<file path="src/rtl/packet_uart_tx.sv">
// packet_uart_tx: sends a latched packet as back-to-back 8N1 UART frames, byte 0 first, then pulses clear
module packet_uart_tx #(
  parameter int PACKET_SIZE = 32,
  parameter int CLKS_PER_BIT = 16
) (
  input  logic                   clk,
  input  logic                   rst,
  input  logic [PACKET_SIZE-1:0] packet,
  input  logic                   send,
  output logic                   tx,
  output logic                   busy,
  output logic                   clear
);
  localparam int NBYTES = PACKET_SIZE / 8;
  localparam int CW = $clog2(CLKS_PER_BIT);
  localparam int BW = NBYTES > 1 ? $clog2(NBYTES) : 1;
  typedef enum logic [2:0] {IDLE, START, DATA, STOP, DONE, WAIT} state_t;
  state_t state;
  logic [CW-1:0] baud;
  logic [2:0] bit_idx;
  logic [BW-1:0] byte_idx;
  logic [PACKET_SIZE-1:0] sh;
  logic tick;
  assign tick = baud == CW'(CLKS_PER_BIT - 1);
  // outputs are registered from the current state, so they trail the state by one cycle
  always_ff @(posedge clk) begin
    if (rst) begin
      state <= IDLE;
      baud <= '0;
      bit_idx <= '0;
      byte_idx <= '0;
      sh <= '0;
      tx <= 1'b1;
      busy <= 1'b0;
      clear <= 1'b0;
    end else begin
      tx <= state == START ? 1'b0 : state == DATA ? sh[0] : 1'b1;
      busy <= state != IDLE;
      clear <= state == DONE;
      baud <= (state inside {START, DATA, STOP}) && !tick ? baud + 1'b1 : '0;
      case (state)
        IDLE: if (send) begin
          sh <= packet;
          byte_idx <= '0;
          state <= START;
        end
        START: if (tick) begin
          bit_idx <= '0;
          state <= DATA;
        end
        // the whole register shifts, so the next byte is already aligned at bit 0
        DATA: if (tick) begin
          sh <= sh >> 1;
          bit_idx <= bit_idx + 1'b1;
          if (bit_idx == 3'd7) state <= STOP;
        end
        STOP: if (tick) begin
          if (byte_idx == BW'(NBYTES - 1)) state <= DONE;
          else begin
            byte_idx <= byte_idx + 1'b1;
            state <= START;
          end
        end
        DONE: state <= WAIT;
        WAIT: if (!send) state <= IDLE;
        default: state <= IDLE;
      endcase
    end
  end
endmodule

</file>
<file path="config.mk">
export PLATFORM = sky130hd
export DESIGN_NAME = packet_uart_tx
export DESIGN_NICKNAME = d
export VERILOG_FILES = /design/src/rtl/packet_uart_tx.sv
export SDC_FILE = /design/constraint.sdc
export NUM_CORES = 1
export LEC_CHECK = 0
export BUFFER_PORTS_ARGS = -buffer_cell sky130_fd_sc_hd__buf_2
export CAP_MARGIN = 10
export CORE_MARGIN = 10
export CORE_UTILIZATION = 59
export CTS_CLUSTER_DIAMETER = 100
export DETAILED_ROUTE_END_ITERATION = 8
export PLACE_DENSITY = 0.84
export RECOVER_POWER = 25
export SYNTH_ARGS = -nofsm -noshare
export SYNTH_HDL_FRONTEND = slang
export SYNTH_SLANG_ARGS = --single-unit
</file>
<file path="constraint.sdc">
create_clock -name clk -period 3.6 [get_ports clk]
set_input_delay 0.18 -clock clk [delete_from_list [all_inputs] [get_ports clk]]
set_output_delay 0.18 -clock clk [all_outputs]
set_load 0.02 [all_outputs]
</file>
== Yosys cells after proc, flatten, opt, wreduce, memory -nomap -nowiden ==
Cells that the tools add are included.
Word-level totals
  bits in writable memories: 0
  latch bits: 0
  input bits: 35
  memories kept: 0
  output and inout bits: 3
  bits in registers: 47
  word-level logic and storage cells: 60
  bits in read-only memories: 0
Cells by class
  muxes and demuxes: 20
  add/subtract/negate cells: 3
  equality and inequality tests: 15
  bitwise gates (word level): 1
  reductions and logical operators: 13
  div/mod/pow operators: 0
  multiply operators: 0
  order comparisons: 0
  shifts and indexed selects: 0
Operators by type and width (count)
  $mux W32: 2
  $pmux W32 S2: 1
  $mux W3: 9
  $pmux W3 S6: 1
  $ne A2 B2 Y1 const B: 6
  $eq A3 B3 Y1 const B: 3
  $eq A3 B2 Y1 const B: 2
  $mux W2: 3
  $pmux W3 S2: 1
  $reduce_and A3 Y1: 2
  $reduce_and A6 Y1: 1
  $reduce_bool A2 Y1: 3
  $reduce_bool A3 Y1: 2
  $add A4 B1 Y4 const B: 1
  $eq A4 B4 Y1 const B: 1
  $pmux W2 S2: 1
  $reduce_and A4 Y1: 1
  $add A3 B1 Y3 const B: 1
  $eq A3 B1 Y1 const B: 1
  $logic_not A3 Y1: 1
  $add A2 B1 Y2 const B: 1
  $eq A2 B2 Y1 const B: 1
  $mux W1: 2
  $ne A2 B1 Y1 const B: 1
  4 further kinds: 4

== Logic depth before layout (Yosys ltp) ==
Gate-level depths: netlist of the first run.
  depth after elaboration: 5
  depth in mapped cells: 6
  mapped depth without buffers: 6

== Least setup slack after synthesis of the first run ==
Ideal clock, no wire load.
  path type: register to register
  start: register baud[0]
  end: register sh[10]
  stages on the path, launching flop included: 7
  buffers on the path: 1
  arrival: 1.611 ns
  setup time: 0.086 ns
  path slack: 1.904 ns
  period minus slack after synthesis: 1.696 ns
  data required time: 3.514 ns
  path through: dfxtp_1 -> ha_1 -> nand4_1 -> a211oi_2 -> clkbuf_1 -> nor2_1 -> a211oi_1
On the way
  word-level cells in the longest chain between the ends: 3
RTL lines
  from (decl): RTL line 19  | logic [CW-1:0] baud;
  from (signal assigned): RTL line 40  | baud <= (state inside {START, DATA, STOP}) && !tick ? baud + 1'b1 : '0;
  $eq A4 B4 Y1: RTL line 24  | assign tick = baud == CW'(CLKS_PER_BIT - 1);
  $ne A2 B2 Y1 (no line)
  $reduce_and A3 Y1 (no line)
  to (signal assigned): RTL line 43  | sh <= packet;
  to (signal assigned): RTL line 53  | sh <= sh >> 1;
  to (decl): RTL line 22  | logic [PACKET_SIZE-1:0] sh;
No other way between the ends.
A chain may end at the register's enable or synchronous reset.

== Final worst setup path of the first run ==
  start: register state[0]
  end: register byte_idx[1]
On the way
  word-level cells in the longest chain between the ends: 3
  elaborated cells on any way between the ends: 8
  those cells by class: 4 x eq/ne; 1 x mux; 3 x reduce/logical
RTL lines
  from (decl): RTL line 18  | state_t state;
  from (signal assigned): RTL line 28  | state <= IDLE;
  from (signal assigned): RTL line 45  | state <= START;
  from (signal assigned): RTL line 49  | state <= DATA;
  $eq A3 B2 Y1 / $logic_not A3 Y1 (equally long branches): RTL line 41  | case (state)
  $ne A2 B2 Y1 (no line) / $reduce_bool A2 Y1 (equally long branches)
  $reduce_and A4 Y1 (no line)
  to (signal assigned): RTL line 60  | byte_idx <= byte_idx + 1'b1;
  to (decl): RTL line 21  | logic [BW-1:0] byte_idx;
Several ways; a longest one is shown, not always the timed one.

==> results.cfg, run 1 <==
[floorplan]
dieWidth_um = 80.0
initial_utilization_pct = 62.3
fp.dieH_um = 80.0
io_pins = 38
core-area_um2 = 3420
die_area_um2 = 6410
rows = 21

[synthesis]
synthFlopType = dfxtp_1
ys_warn_count = 0
yosysSeqAreaShare_pct = 44.2
synth_cell_types = 34
avgSynthCellArea_um2 = 9.54
synth-edff-count = 0
synth_nets = 262
synth_top_area_share_pct = 44.2
synth_seq_cells = 47
synth_area_um2 = 2130
synth_cells = 223
synth_area_leaders = dfxtp_1, mux2i_1, a211oi_1, nor2_1, ha_1
synth.largest_area_cell = dfxtp_1
synthArstFlopShare_pct = 0
synthTopCellsByCount = dfxtp_1, nor2_1, mux2i_1
synth_most_common_cell = dfxtp_1

[critical_path]
path_buf_inv = 0
r2r_cells = 4
cp_top_family = simple AND/OR/NAND/NOR gates
crit_type = flip-flop to flip-flop
crit_chain = nand4_1 > o31a_1 > or4b_1 > a21oi_1
cp_max_fo = 14
crit_arrival_ns = 2.33
cp_slowest_cell = dfxtp_1
rr_startpoint = state[0]
cp.required_ns = 3.89
cp-start-kind = flip-flop
rrSetupSlack_ns = 1.56
rr_endpoint = byte_idx[1]
cpPeakStageDelay_ns = 0.72
end_kind = flip-flop

[clock_tree]
cts_resized = 0
htree_levels = 2
clk_pin_slew_ns = 0.14
cts-hold-fix-buffers = 0
numCtsBuffers = 5
clk_latency_ns = 0.35
clock_path_buffers = 2
clock-sinks = 47
post_cts_buffers = 0
cts_root_buffer = clkbuf_4
cts_tree = done

[timing]
hold_viol_final = 0
max_slew_margin_pct = 47.7
fin_skew_ns = 0.0153
finalSetupViolations = 0
fin_tns_setup_ns = 0
rsz0062_at_grt = no
drv_slew = 0
fin_ws_ns = 1.56
min_period_ns = 2.04
fmax_ghz = 0.491
period_share_pct = 56.6
tightest_slew_ns = 0.784

[layout]
fillerInstances = 289
layout.nets = 291
antenna_cells = 0
drive_gt1_share_pct = 19.0
utilization_pct = 70.0
area_delta_synth_final_pct = 12.4

[power]
finalPower_w = 0.00102
p_sw_share_pct = 24.2
intPower_w = 0.000775
seq_power_share_pct = 56.7
vdd_drop_max_uv = 302
cellLeakagePower_nw = 0.864
power_frac_comb_pct = 11.4
p_sw_w = 0.000248
clkPwrFrac_pct = 31.9
p_per_area_nw_per_um2 = 428

[global_route]
use_met3_pct = 3.94
grt_pass1_vias = 1598
grt_util_met2_pct = 19.4
grtUsageTotal_pct = 13.0
grt_max_degree = 45
grt_overflow = 0
grt_pass1_wl_um = 7020
busiest_layer = met2
met1_usage_pct = 17.4
antenna_found_initial = 0

[flow_run]
drv_cap = 0

[placed_design]
dp_hpwl_um = 2790
pre_cts_ws_ns = 1.61
gp_congestion = 0.829
portBuffers = 37

[detailed_routing]
avgRoutedWirePerCell_um = 13.6
drc_errors = 0
first_pass_iters = 4
drt_iter0_drc = 194
via_per_inst = 5.58
ant_nets = 0
routed_wirelength_um = 4060
via_count = 1667

[outcome]
outcome = complete, no violations

[min_path]
hold_end = state[2]
hold_class = input pin to flip-flop
min-delay-start = send
min_path_cells = 3
==> how the worst max path moves through the flow <==
| stage | cells after the start | slack (ns) | endpoint | startpoint |
|---|---|---|---|---|
| floorplan | 6 | 1.90 | sh[10] | baud[0] |
| global placement | 4 | 1.67 | byte_idx[1] | state[0] |
| detailed placement | 4 | 1.61 | byte_idx[1] | state[0] |
| CTS | 4 | 1.59 | byte_idx[1] | state[0] |
| global route | 4 | 1.36 | byte_idx[1] | state[0] |
| finish | 4 | 1.56 | byte_idx[1] | state[0] |
==> flip-flops by register name, summed over array words and instances, names as in the netlist <==
name,flops
baud,4
bit_idx,3
state,3
byte_idx,2
clear,1
tx,1
busy,1
sh,32
==> power by group through the flow <==
stage | clock, W | combinational, W | sequential (W)
after global routing | 0.000350 | 0.000135 | 0.000585
final | 0.000326 | 0.000117 | 0.000580
after global placement | 0 | 0.000113 | 0.000590
after CTS | 0.000335 | 0.000118 | 0.000580
after detailed placement | 0 | 0.000118 | 0.000591
after floorplan | 0 | 0.0000851 | 0.000585
==> final cells by class <==
cell class,count,area [um2],share of cell area (%)
timing repair buffer,40,204,8.53
inverter,3,11.3,0.471
clock buffer,6,51.3,2.15
clock inverter,2,35.0,1.47
tap,46,57.6,2.41
multi-input combinational,155,1090,45.6
sequential,47,941,39.4
==> cells in the final DEF (no fill, tap or decap), types with 2 or more instances in the layout <==
cell type	count
a211oi_1	32
a21oi_1	3
a22oi_1	2
buf_2	34
buf_4	3
clkbuf_1	3
clkbuf_4	5
dfxtp_1	47
ha_1	4
inv_1	3
mux2i_1	33
nand2_1	3
nand2b_1	3
nand3_1	2
nand4_1	2
nor2_1	42
nor2b_1	2
nor3_1	4
o211ai_1	2
o21ai_0	5
xnor2_1	3
==> metrics by stage <==
step	area, um2	hold WS, ns	std cells
after CTS	2390	0.140	299
after detailed placement	2310	0.438	291
final	2390	0.150	299
after floorplan	2130	0.381	223
after global routing	2390	0.154	299
after global placement	2310	0.432	291
==> per-layer routing <==
layer,vias to the layer above,routed length [um]
met1,758,1960
met3,5,202
met5,-,0
met4,0,34
li1,863,-
met2,41,1860
==> logic make-up after synthesis <==
| group | after synthesis | share of synthesized area, % |
|---|---|---|
| fa+ha+maj | 4 | 2.35 |
| simple gates | 66 | 14.6 |
| flops | 47 | 44.2 |
| compound gates | 48 | 16.5 |
| buf+inv | 21 | 5.12 |
| xor+xnor | 4 | 1.65 |
| mux | 33 | 15.5 |
==> tightest hold or removal path, stage by stage <==
cell	delay [ns]
buf_2	0.11
o211ai_1	0.08
a21oi_1	0.11
(Power assumes the default switching activity.)
==> inputs of run 2 (changes only) <==
Settings changed: ABC_AREA set to 1, CORE_UTILIZATION 59 to 56, PLACE_DENSITY 0.84 to 0.79.
Clock period 3.6 ns to 2.1 ns, I/O delays scaled along.
==> run 2 against run 1 <==
  * Routed wire length rose by 32%
  * Cell count rose by 44%
  * Via count rose by 37%
  * First-iteration DRC count fell by 17%
  * Hold slack improved by 0.0063 ns
  * Sequential share of layout area fell by 3.3 points
  * Register-to-register slack got worse by 1.2 ns
  * Critical path type unchanged
  * Critical endpoint is now sh[20]
==> results.cfg, run 2 <==
[timing]
rsz0062_at_grt = no
fin_skew_ns = 0.00894
max_slew_margin_pct = 60.6
min_period_ns = 1.78
fmax_ghz = 0.563
drv_slew = 0
tightest_slew_ns = 0.589
finalSetupViolations = 0
period_share_pct = 84.6
fin_tns_setup_ns = 0
hold_viol_final = 0

[synthesis]
synth_nets = 388
synth_area_leaders = dfxtp_1, nand2_1, nand3_1, a21oi_1, buf_2
synth_top_area_share_pct = 40.5
avgSynthCellArea_um2 = 6.65
synth_seq_cells = 47
synthTopCellsByCount = nand2_1, nand3_1, dfxtp_1
synth_area_um2 = 2320
ys_warn_count = 0
synth_cells = 349
synthFlopType = dfxtp_1
synth_cell_types = 22
yosysSeqAreaShare_pct = 40.5
synth.largest_area_cell = dfxtp_1
synthArstFlopShare_pct = 0
synth_most_common_cell = nand2_1
synth-edff-count = 0

[layout]
drive_gt1_share_pct = 14.7
registers.top_by_ff_count = sh
fillerInstances = 392
utilization_pct = 65.2
reg_top3 = sh x32, baud x4
largest_reg_flops = 32
layout.nets = 418
final_cell_mix = nand2_1, nand3_1, dfxtp_1, a21oi_1, buf_2
area_delta_synth_final_pct = 12.3
antenna_cells = 0
finalInstanceArea_um2 = 2610
final_common_cell = nand2_1

[detailed_routing]
drc_errors = 0
first_pass_iters = 4
routed_wirelength_um = 5370
via_count = 2282
via_per_inst = 5.31
avgRoutedWirePerCell_um = 12.5
ant_nets = 0
drt_iter0_drc = 161

[critical_path]
cp_max_fo = 32
cp-start-kind = flip-flop
cp.required_ns = 2.27
end_kind = flip-flop
crit_type = flip-flop to flip-flop
crit_arrival_ns = 1.95

[power]
cellLeakagePower_nw = 1.19
vdd_drop_max_uv = 858
p_per_area_nw_per_um2 = 1350

[floorplan]
dieWidth_um = 84.4
die_area_um2 = 7120
rows = 23
initial_utilization_pct = 58.1
io_pins = 38
fp.dieH_um = 84.4
core-area_um2 = 4000

[clock_tree]
clock-sinks = 47
htree_levels = 2
clk_latency_ns = 0.30
numCtsBuffers = 5
cts_resized = 0
clk_pin_slew_ns = 0.08
clock_path_buffers = 2
cts-hold-fix-buffers = 0
post_cts_buffers = 0
cts_tree = done
cts_root_buffer = clkbuf_8

[placed_design]
dp_hpwl_um = 3610
dpl_cell_area_um2 = 2530
gp_congestion = 0.832
portBuffers = 37

[global_route]
grt_max_degree = 36
grt_pass1_wl_um = 9750
grtUsageTotal_pct = 15.6
grt_pass1_vias = 2241
antenna_found_initial = 0
grt_overflow = 0

[min_path]
hold_class = input pin to flip-flop

[flow_run]
drv_cap = 0

[outcome]
outcome = complete, no violations
-- run 2: path summary, 6_finish.rpt --
kind             to       start  slack (ns)  cells after the start
max          sh[20]    state[0]        0.32                      6
min          sh[31]  packet[31]        0.16                      5
max reg2reg  sh[20]    state[0]        0.32                      6
min reg2reg  sh[31]      sh[31]        0.46                      2
-- run 2: layout make-up --
cell class,count,area [um2],share of cell area (%)
clock inverters,1,5.00,0.192
repair buffers,45,241,9.26
flip-flops and latches,47,941,36.1
well taps,50,62.6,2.40
multi-input cells,266,1230,47.1
inverters,14,52.6,2.02
clock buffers,7,76.3,2.93
-- run 2: cells by family after synthesis --
logic type               count (synthesis)  share of synthesized area (%)
AND/OR/NAND/NOR                        217                           40.5
flip-flops                              47                           40.5
AO/OA/AOI/OAI                           45                           10.3
buffers and inverters                   36                           6.47
adder cells (fa/ha/maj)                  4                           2.16
-- run 2: power by group --
| part | internal [W] | switching (W) |
|---|---|---|
| clock network | 0.000234 | 0.000282 |
| registers | 0.00116 | 0.000171 |
| logic | 0.000544 | 0.00113 |
| total | 0.00194 | 0.00158 |
-- run 2: metrics by stage --
step	hold slack (ns)	total power [W]	setup WS [ns]	cells
after floorplan	0.345	0.00265	0.698	349
after global placement	0.431	0.00300	0.349	422
after detailed placement	0.446	0.00303	0.302	422
after CTS	0.166	0.00355	0.294	430
after global routing	0.163	0.00384	0.189	430
final	0.156	0.00352	0.324	430
-- run 2: per-layer routing --
layer  share of wire (%)  track usage [%]  wire length [um]  up-vias
met4                 1.1             4.49                57        0
met2                  47             27.0              2500       57
li1                    -                -                 -     1204
met1                  46             18.1              2490     1016
met3                 6.0             4.64               323        5
met5                   0                0                 0        -
-- run 2: worst max-delay path, stage by stage (launching register included) --
cell and delay [ns]:
dfxtp_1 0.38, inv_2 0.22, nand3_4 0.20, o21ai_4 0.20
nand2_2 0.37, nand2_1 0.19, a21oi_1 0.08
